<file path="src/rtl/rv_core_pkg.sv">
// rtl/rv_core_pkg.sv - shared encodings and helpers for the load/store/writeback stage
//
// Purpose: op and funct3 encodings, the stage FSM state type and the
// access-size helpers used by lsu_wb_stage.
package rv_core_pkg;

  localparam logic [1:0] OP_ALU   = 2'd0;
  localparam logic [1:0] OP_LOAD  = 2'd1;
  localparam logic [1:0] OP_STORE = 2'd2;
  localparam logic [1:0] OP_JAL   = 2'd3;

  localparam logic [2:0] F3_B  = 3'd0;
  localparam logic [2:0] F3_H  = 3'd1;
  localparam logic [2:0] F3_W  = 3'd2;
  localparam logic [2:0] F3_BU = 3'd4;
  localparam logic [2:0] F3_HU = 3'd5;

  typedef enum logic [1:0] {
    S_IDLE = 2'd0,
    S_REQ  = 2'd1,
    S_RESP = 2'd2,
    S_WB   = 2'd3
  } lsu_state_e;

  // size is funct3[1:0]: 00 byte, 01 half, 1x word.
  // Forces the low address bits to the natural alignment of the access.
  function automatic logic [1:0] natural_lo(input logic [1:0] size, input logic [1:0] lo);
    case (size)
      2'b00:   return lo;
      2'b01:   return {lo[1], 1'b0};
      default: return 2'b00;
    endcase
  endfunction

  function automatic logic is_misaligned(input logic [1:0] size, input logic [1:0] lo);
    case (size)
      2'b00:   return 1'b0;
      2'b01:   return lo[0];
      default: return lo != 2'b00;
    endcase
  endfunction

endpackage

</file>
<file path="src/rtl/lsu_wb_stage_load_align.sv">
// rtl/lsu_wb_stage_load_align.sv - load lane select and sign/zero extension
//
// Purpose: picks the addressed byte/half/word out of a memory word and
// extends it to 32 bits.
// Ports:
//   rdata   in  32  memory read word
//   addr_lo in  2   byte offset within the word (already naturally aligned)
//   funct3  in  3   bit 2 selects zero-extension, bits 1:0 the size
//   data    out 32  extended load value
module load_align (
  input  logic [31:0] rdata,
  input  logic [1:0]  addr_lo,
  input  logic [2:0]  funct3,
  output logic [31:0] data
);

  logic [7:0]  lane_b;
  logic [15:0] lane_h;
  logic        sext;

  always_comb begin
    case (addr_lo)
      2'd0:    lane_b = rdata[7:0];
      2'd1:    lane_b = rdata[15:8];
      2'd2:    lane_b = rdata[23:16];
      default: lane_b = rdata[31:24];
    endcase
    lane_h = addr_lo[1] ? rdata[31:16] : rdata[15:0];
    sext   = ~funct3[2];
    case (funct3[1:0])
      2'b00:   data = {{24{sext & lane_b[7]}}, lane_b};
      2'b01:   data = {{16{sext & lane_h[15]}}, lane_h};
      default: data = rdata;
    endcase
  end

endmodule

</file>
<file path="src/rtl/lsu_wb_stage.sv">
// rtl/lsu_wb_stage.sv - RV32 load/store and register-file writeback stage
//
// Purpose: accepts one execute-stage instruction at a time, runs loads and
// stores over a req/gnt/rvalid memory handshake and drives the register
// file write port.
// Ports:
//   clk, rst                       clock, asynchronous active-high reset
//   ex_valid/ex_ready              execute handshake
//   ex_op, ex_funct3, ex_rd        instruction class, size/sign, destination
//   ex_result, ex_store_data,
//   ex_pc_plus4                    ALU result/address, store data, link value
//   mem_req/we/addr/be/wdata       memory request (held until mem_gnt)
//   mem_gnt, mem_rvalid, mem_rdata memory grant and load response
//   rf_we, rf_waddr, rf_wdata      register file write port
//   misalign_err                   one-cycle misaligned-access pulse
// Build option: LSU_MISALIGN_TRAP_EN adds misalign_err and drops misaligned
// accesses; without it the low address bits are forced to natural alignment.
module lsu_wb_stage
  import rv_core_pkg::*;
(
  input  logic        clk,
  input  logic        rst,
  input  logic        ex_valid,
  output logic        ex_ready,
  input  logic [1:0]  ex_op,
  input  logic [2:0]  ex_funct3,
  input  logic [4:0]  ex_rd,
  input  logic [31:0] ex_result,
  input  logic [31:0] ex_store_data,
  input  logic [31:0] ex_pc_plus4,
  output logic        mem_req,
  output logic        mem_we,
  output logic [31:0] mem_addr,
  output logic [3:0]  mem_be,
  output logic [31:0] mem_wdata,
  input  logic        mem_gnt,
  input  logic        mem_rvalid,
  input  logic [31:0] mem_rdata,
`ifdef LSU_MISALIGN_TRAP_EN
  output logic        misalign_err,
`endif
  output logic        rf_we,
  output logic [4:0]  rf_waddr,
  output logic [31:0] rf_wdata
);

  lsu_state_e  state_q, state_d;
  logic [1:0]  op_q;
  logic [2:0]  f3_q;
  logic [4:0]  rd_q;
  logic [31:0] addr_q;
  logic [31:0] sdata_q;
  logic [4:0]  rf_waddr_q;
  logic [31:0] rf_wdata_q;
  logic [31:0] load_val;
  logic [1:0]  lo;
  logic        accept;
  logic        is_mem_in;
  logic        acc_misalign;
  logic        in_req;

  assign in_req    = (state_q == S_REQ);
  assign accept    = ex_valid && ((state_q == S_IDLE) || (state_q == S_WB));
  assign is_mem_in = (ex_op == OP_LOAD) || (ex_op == OP_STORE);

`ifdef LSU_MISALIGN_TRAP_EN
  logic misalign_q;
  assign acc_misalign = is_mem_in && is_misaligned(ex_funct3[1:0], ex_result[1:0]);
  // Misaligned accesses never reach REQ, so the raw offset is already aligned.
  assign lo           = addr_q[1:0];
  assign misalign_err = misalign_q;

  always_ff @(posedge clk or posedge rst) begin
    if (rst) misalign_q <= 1'b0;
    else     misalign_q <= accept && acc_misalign;
  end
`else
  assign acc_misalign = 1'b0;
  assign lo           = natural_lo(f3_q[1:0], addr_q[1:0]);
`endif

  load_align u_load_align (
    .rdata   (mem_rdata),
    .addr_lo (lo),
    .funct3  (f3_q),
    .data    (load_val)
  );

  always_ff @(posedge clk or posedge rst) begin
    if (rst) state_q <= S_IDLE;
    else     state_q <= state_d;
  end

  always_comb begin
    state_d = state_q;
    case (state_q)
      S_IDLE, S_WB: begin
        if (!accept)           state_d = S_IDLE;
        else if (acc_misalign) state_d = S_IDLE;
        else if (is_mem_in)    state_d = S_REQ;
        else                   state_d = S_WB;
      end
      S_REQ:   if (mem_gnt) state_d = (op_q == OP_STORE) ? S_IDLE : S_RESP;
      S_RESP:  if (mem_rvalid) state_d = S_WB;
      default: state_d = S_IDLE;
    endcase
  end

  // ALU/JAL results go straight into the writeback registers on accept; a
  // load overwrites them only when its data arrives, so the port holds the
  // previous write while the load is in flight.
  always_ff @(posedge clk or posedge rst) begin
    if (rst) begin
      op_q       <= OP_ALU;
      f3_q       <= 3'd0;
      rd_q       <= 5'd0;
      addr_q     <= 32'd0;
      sdata_q    <= 32'd0;
      rf_waddr_q <= 5'd0;
      rf_wdata_q <= 32'd0;
    end else begin
      if (accept) begin
        op_q    <= ex_op;
        f3_q    <= ex_funct3;
        rd_q    <= ex_rd;
        addr_q  <= ex_result;
        sdata_q <= ex_store_data;
        if (!is_mem_in) begin
          rf_waddr_q <= ex_rd;
          rf_wdata_q <= (ex_op == OP_JAL) ? ex_pc_plus4 : ex_result;
        end
      end
      if ((state_q == S_RESP) && mem_rvalid) begin
        rf_waddr_q <= rd_q;
        rf_wdata_q <= load_val;
      end
    end
  end

  always_comb begin
    ex_ready  = (state_q == S_IDLE) || (state_q == S_WB);
    mem_req   = in_req;
    mem_we    = 1'b0;
    mem_addr  = 32'd0;
    mem_be    = 4'b0000;
    mem_wdata = 32'd0;
    rf_we     = (state_q == S_WB) && (rf_waddr_q != 5'd0);
    rf_waddr  = rf_waddr_q;
    rf_wdata  = rf_wdata_q;
    if (in_req) begin
      mem_we   = (op_q == OP_STORE);
      mem_addr = {addr_q[31:2], 2'b00};
      case (f3_q[1:0])
        2'b00: begin
          mem_be    = 4'b0001 << lo;
          mem_wdata = {4{sdata_q[7:0]}};
        end
        2'b01: begin
          mem_be    = 4'b0011 << lo;
          mem_wdata = {2{sdata_q[15:0]}};
        end
        default: begin
          mem_be    = 4'b1111;
          mem_wdata = sdata_q;
        end
      endcase
    end
  end

endmodule
</file>
<file path="config.mk">
export PLATFORM = sky130hd
export DESIGN_NAME = lsu_wb_stage
export DESIGN_NICKNAME = d
export VERILOG_FILES = /design/src/rtl/rv_core_pkg.sv /design/src/rtl/lsu_wb_stage_load_align.sv /design/src/rtl/lsu_wb_stage.sv
export SDC_FILE = /design/constraint.sdc
export NUM_CORES = 1
export LEC_CHECK = 0
export CAP_MARGIN = 20
export CORE_MARGIN = 3
export CORE_UTILIZATION = 48
export CTS_CLUSTER_SIZE = 40
export DETAILED_ROUTE_END_ITERATION = 10
export MAX_ROUTING_LAYER = met4
export PLACE_DENSITY = 0.87
export SLEW_MARGIN = 0
export SYNTH_ARGS = -nofsm -noshare
export SYNTH_HDL_FRONTEND = slang
export SYNTH_SLANG_ARGS = --single-unit
</file>
<file path="constraint.sdc">
create_clock -name clk -period 11.67 [get_ports clk]
set_clock_uncertainty 0.2 [all_clocks]
set_input_delay 2.334 -clock clk [delete_from_list [all_inputs] [get_ports clk]]
set_output_delay 2.334 -clock clk [all_outputs]
set_load 0.01 [all_outputs]
</file>
==> results by group <==
Synth
  – Synth top area share: 44.6%
  – Simple-gate share of the synthesized area: 13.3%
  – Largest family of logic cells by synthesized area: multiplexers
  – Top FF cell, synth: dfrtp_1
  – Multiplexer area fraction after synthesis: 22.7%
  – Post-Synth Adder-Cell Area: 0.789%
  – Post-synth EDFFs: 0
  – Top cells by count, synth: dfrtp_1 (113), mux2_2 (80), nor2_1 (66)
  – Post-synthesis xor/xnor area fraction: 0%
  – Cell accounting for the most synthesized area: dfrtp_1
  – Post-synth ARST share: 100%
  – Synth unique cells: 47
  – Mapped Area: 6340 um^2
  – Synth Instances: 612
  – Main area contributors after synthesis: dfrtp_1 (45%), mux2_2 (14%), mux2i_1 (8.5%)
  – #FFs+latches synth: 113
  – Top-count cell post-synth: dfrtp_1
  – Syn Area/Cell: 10.4 um^2
  – Synth Area in Compound Gates: 14.1%
  – Seq/Total Area, Yosys: 44.6%
  – Yosys Warn Count: 0

Status
  – Status: complete, no violations

Place
  – Post-DP HPWL: 15000 um
  – Placed Area: 8840 um^2
  – Port-buffer cells: 249
  – GPL Wtd Cong: 0.906
  – DP Worst Slack: 6.56 ns
  – Placed Instances: 983

STA
  – RSZ-0062 raised after global routing: no
  – Final setup violation count: 0
  – Slew @ Worst Pin: 1.09 ns
  – Final Hold Fails: 0
  – FMAX: 181 MHz
  – Tmin final: 5.53 ns
  – Setup TNS Final: 0 ns
  – Period utilization: 47.3%
  – Fin. max-slew vios: 0
  – Relative slew margins: 27.3%
  – Post-route setup slack: 6.14 ns

Power
  – Leakage power total: 3.85 nW
  – Peak VDD IR: 0.000177 V
  – Total chip power: 2.65 mW
  – Pwr per Cell Area: 280 nW/um^2

Route
  – Met2 wire length: 10400 um
  – DR vias/cell: 5.76
  – Final ANT Viol Nets: 0
  – Routed WL per cell: 20.9 um
  – Final wirelength: 21200 um
  – Drt first pass iters: 5
  – Routed via count: 5856
  – Met1 wire length: 8090 um
  – Max Used Layer: met4
  – Drt drc: 0
  – Initial drt markers: 410
  – Met3 routed WL: 1920 um

Worst setup path
  – Startpoint types: flop
  – Crit path required time: 9.14 ns
  – Crit path launch: f3_q[1]
  – Register-to-Register Path Depth: 6
  – Arr. time, crit path: 2.99 ns
  – FF-to-FF Start: state_q[0]
  – Crit path max-delay family: buffers and inverters
  – Flop2flop setup slack: 8.78 ns
  – CP cell instances: inv_1 -> a21oi_1 -> clkdlybuf4s50_1
  – Buf+Inv Stages, Crit Path: 2
  – Crit path max-delay cell type: dfrtp_2
  – Worst Path Max Fanout: 53
  – Crit path depth: 3
  – Setup CP Type: flop to output pin
  – Setup crit end kind: output pin
  – R2r endpoint: rf_wdata[15]
  – Largest stage delay, worst path: 1.07 ns
  – Critical path endpoint: mem_be[1]

Layout
  – Cell area after layout: 9460 um^2
  – Fraction of layout cells with a size suffix above 1: 15.6%
  – Post-route insts no fill: 1016
  – Area Growth Syn to Fin: 49.2%
  – Final #Nets: 978
  – Ant. Diodes: 0

Die
  – Core area: 12800 um^2
  – Initial core utilization: 49.7%
  – Width of the die: 121 um
  – Die H: 121 um
  – I/O Pins: 252
  – Rows: 41
  – Die area: 14600 um^2

CTS
  – Clock buffer depth: 2
  – Number of setup buffers added after CTS: 0
  – Post-CTS resize count: 0
  – Htree depth: 4
  – Cts hold-fix bufs: 0
  – Clock sinks: 113
  – Root cell of the clock tree: clkbuf_16
  – CTS tree: done
  – Worst skew pair latency: 0.41 ns
  – CTS Buf Count: 17
  – Clock transition at path regs: 0.06 ns

Global route
  – Pin count of the biggest net entering global routing: 76
  – Total GRT Usage: 29.6%
  – First-pass GRT wire length: 32800 um
  – Overflow after GRT: 0
  – Initial antenna violation count: 0
  – Vias in the first global route: 6178

Job
  – Maxcap violations: 0

Min path
  – Hold Path Class: flop to flop
[cells by family after synthesis]
kind of cell / count (synthesis)
simple gates: 173
buf+inv: 62
compound gates: 125
flops: 113
fa+ha+maj: 4
mux: 134
other cells: 1
[final cells by class]
cell class / count / area (um^2)
Clock buffer: 18 / 429
Clock inverter: 14 / 166
Fill cell: 835 / 3310
Inverter: 9 / 36.3
Multi-Input combinational cell: 438 / 3250
Sequential cell: 113 / 2830
Tap cell: 172 / 215
Timing Repair Buffer: 252 / 2530
[sequential cells by signal, summed over array words and instances (netlist names)]
signal	count
addr_q	32
rf_wdata	32
sdata_q	32
rd_q	5
rf_waddr	5
f3_q	3
op_q	2
state_q	2
[how the worst min path moves through the flow]
stage                     startpoint          to  cells after the start
after floorplan              op_q[0]     op_q[0]                      1
after global placement    addr_q[11]  addr_q[11]                      1
after detailed placement  addr_q[11]  addr_q[11]                      1
after CTS                  addr_q[7]   addr_q[7]                      1
after global routing       addr_q[7]   addr_q[7]                      1
final                     addr_q[11]  addr_q[11]                      1
[layout by cell type (no fill, tap or decap), types with 6 or more instances in the layout]
| cell type | instances |
|---|---|
| clkdlybuf4s50_1 | 249 |
| dfrtp_1 | 112 |
| mux2_2 | 80 |
| nor2_1 | 66 |
| mux2i_1 | 54 |
| and2_1 | 41 |
| nand2_1 | 37 |
| a21oi_1 | 29 |
| a211oi_1 | 22 |
| o21ai_0 | 17 |
| clkbuf_16 | 17 |
| a311o_2 | 10 |
| inv_1 | 8 |
| nor3_1 | 6 |
| o31a_1 | 6 |
| a31oi_1 | 6 |
| a311o_1 | 6 |
[layer usage]
layer,track usage (%),vias up
met2,49.0,318
met1,34.2,2846
li1,-,2634
met5,-,-
met3,7.37,58
met4,13.2,0
[where the power goes]
group	leakage (nW)	switching, mW	internal, mW
clock network	0.282	0.186	0.334
logic	2.24	0.599	0.737
registers	1.33	0.194	0.598
[metrics by stage]
| step | util, % | hold slack [ns] |
|---|---|---|
| detailed placement | 69.2 | 0.286 |
| CTS | 73.9 | 0.298 |
| finish | 74.1 | 0.296 |
| global placement | 69.2 | 0.279 |
| floorplan | - | 0.270 |
| global route | 74.1 | 0.303 |
No activity file was read; power rests on OpenSTA's default activity.
==> patch (config.mk and constraints unchanged) <==
Re-encode `lsu_state_e` (4 states) as one-hot, 4 bits wide.
--- a/src/rtl/rv_core_pkg.sv
+++ b/src/rtl/rv_core_pkg.sv
@@ -15,11 +15,11 @@
   localparam logic [2:0] F3_BU = 3'd4;
   localparam logic [2:0] F3_HU = 3'd5;
 
-  typedef enum logic [1:0] {
-    S_IDLE = 2'd0,
-    S_REQ  = 2'd1,
-    S_RESP = 2'd2,
-    S_WB   = 2'd3
+  typedef enum logic [3:0] {
+    S_IDLE = 4'b0001,
+    S_REQ  = 4'b0010,
+    S_RESP = 4'b0100,
+    S_WB   = 4'b1000
   } lsu_state_e;
 
   // size is funct3[1:0]: 00 byte, 01 half, 1x word.
Behaviour: no difference found for any inputs over 4 cycles, from zero or initial values and one cycle with rst high; so few cycles prove little.
==> patch against the unedited design <==
Design area hardly changed. Wire length is 2.6% higher. Setup slack worse by 0.28 ns. Area after synthesis fell by 0.43%. Sequential cell count grew 2. Clock power fell by 10%. Power shrank 17%. Critical path depth increased by 3.
==> patch: results (changes against the unedited design) <==
The worst voltage drop across the vdd grid is 123 µV (-31%), and the worst hold margin is 0.295 ns (-0.000766 ns). The post-CTS setup-driven buffer insertion count is 0 (unchanged). The reg2reg setup slack was 8.24 ns (-0.54 ns); the number of standard cells in the final layout excluding fillers was 1052 (+3.5%). The met1 usage in global routing was 35.4% (+1.2 points); the met2 wire length was 11.0 mm (+6.1%). Final HPWL from detailed placement: 15.5 mm (+3.3%). In this run the worst hold path is classified as flop to flop. The total internal power was 1.40 mW (-16%); the worst-case clock buffer depth was 2 (unchanged). The library cell contributing the largest single delay on the critical path was sky130_fd_sc_hd__clkdlybuf4s50_1. The final routed wire length divided by cell count came out at 20.7 µm (-0.92%). The sequential fraction of the synthesis area is 45.6% (+1.0 points). The setup slack after placement was 6.11 ns (-0.451 ns); the sequential cell fraction of total power was 34.9% (+5.0 points). The uppermost metal layer occupied by signal nets was met4. The run finished with clean final reports. In the post-synthesis netlist, the biggest area contributors are sky130_fd_sc_hd__dfrtp_1, sky130_fd_sc_hd__mux2_2, sky130_fd_sc_hd__mux2i_1.

The worst hold path depth was 1 (unchanged). Last element of the critical path: mem_wdata[8]. The clock transition time at the flip-flop clock pins of the worst setup and hold paths is 0.05 ns. In this run the most critical hold path is launched from addr_q[19]$_DFFE_PP0P_. The wire length on met3 was 1.78 mm (-7.4%).

Measured slew at the worst slew-check pin: 1.09 ns (-0.00108 ns). The placer's final routability congestion estimate came out at 0.925 (+2.1%). The worst path arrival time was 3.27 ns (+0.28 ns); the peak fanout along the critical path was 62 (+17%). The tools report the total chip power as 2.20 mW (-17%). The run gives 8.24 mm (+1.8%) as the routed metal-1 wirelength. The run gives 0 (unchanged) as the count of instances resized after the clock tree is built. The run gives 555 (+35%) as the violation count after the first detailed-routing iteration.

Wire length of the first global-routing pass: 32.9 mm (+0.34%). The met2 track utilization from global routing came out at 48.8% (-0.18 points). The net total in the final layout was 1011 (+3.4%); the placed cell area was 0.00888 mm² (+0.48%). The share of layout cells above drive strength 1 works out to 13.2% (-2.5 points).

The worst hold path terminates at addr_q[19]$_DFFE_PP0P_. The total global-route track usage is 30.2% (+0.55 points). The worst register-to-register path begins at state_q[0]$_DFFE_PP1P_. For the number of fillers in the final layout, the log shows 923 (+11%).

The worst register-to-register path ends at rf_wdata[4]$_DFFE_PP0P_. The run gives 43.8% (-6.6 points) as the combinational fraction of design power. The tools report the global-route track usage on met3 as 8.23% (+0.87 points). Ranked by instance count, the synthesized netlist is headed by sky130_fd_sc_hd__dfrtp_1, sky130_fd_sc_hd__mux2_2, sky130_fd_sc_hd__nand2_1. The via count of the first global-routing pass was 6147 (-0.50%); the via count was 6059 (+3.5%). The worst stage delay on the critical path is 0.60 ns (-0.47 ns), and the maximum number of pins on one net before global-route repair is 81 (+6.6%). The highest achievable clock rate was 172 MHz (-4.8%); the count of distinct cell types in the synthesized netlist was 38 (-19%). The tools report the cell at the root of the clock tree as sky130_fd_sc_hd__clkbuf_16. The run gives 3.77 nW (-2.1%) as the leakage power figure.

The cell count after synthesis was 638 (+4.2%).
patch: cell types whose count changed in the layout (fill, tap and decap cells not counted), sizes merged, moves of 7 or more:
cell,before,now
nand2,38,68
nor2b,3,21
o31ai,0,17
a22o,0,16
a311o,16,0
mux2i,54,40
o22ai,4,16
clkbuf,18,28
o21ai,18,8
mux2,80,71
a21oi,29,36
o221ai,1,8
patch: final cells by class:
cell class,count,area (µm²),area share (%)
Multi-Input combinational cell,468,3220,34.0
Sequential cell,115,2880,30.4
Clock buffer,27,503,5.31
Inverter,7,28.8,0.304
Tap cell,172,215,2.27
Clock inverter,5,25.0,0.264
Timing Repair Buffer,258,2590,27.4
patch: kinds of logic after synthesis:
kind of cell / after synthesis / synth area share, %
xor+xnor: 1 / 0.139
mux: 111 / 19.0
simple gates: 210 / 15.9
fa+ha+maj: 1 / 0.198
compound gates: 143 / 15.5
flops: 115 / 45.6
buf+inv: 56 / 3.62
other cells: 1 / 0.0594
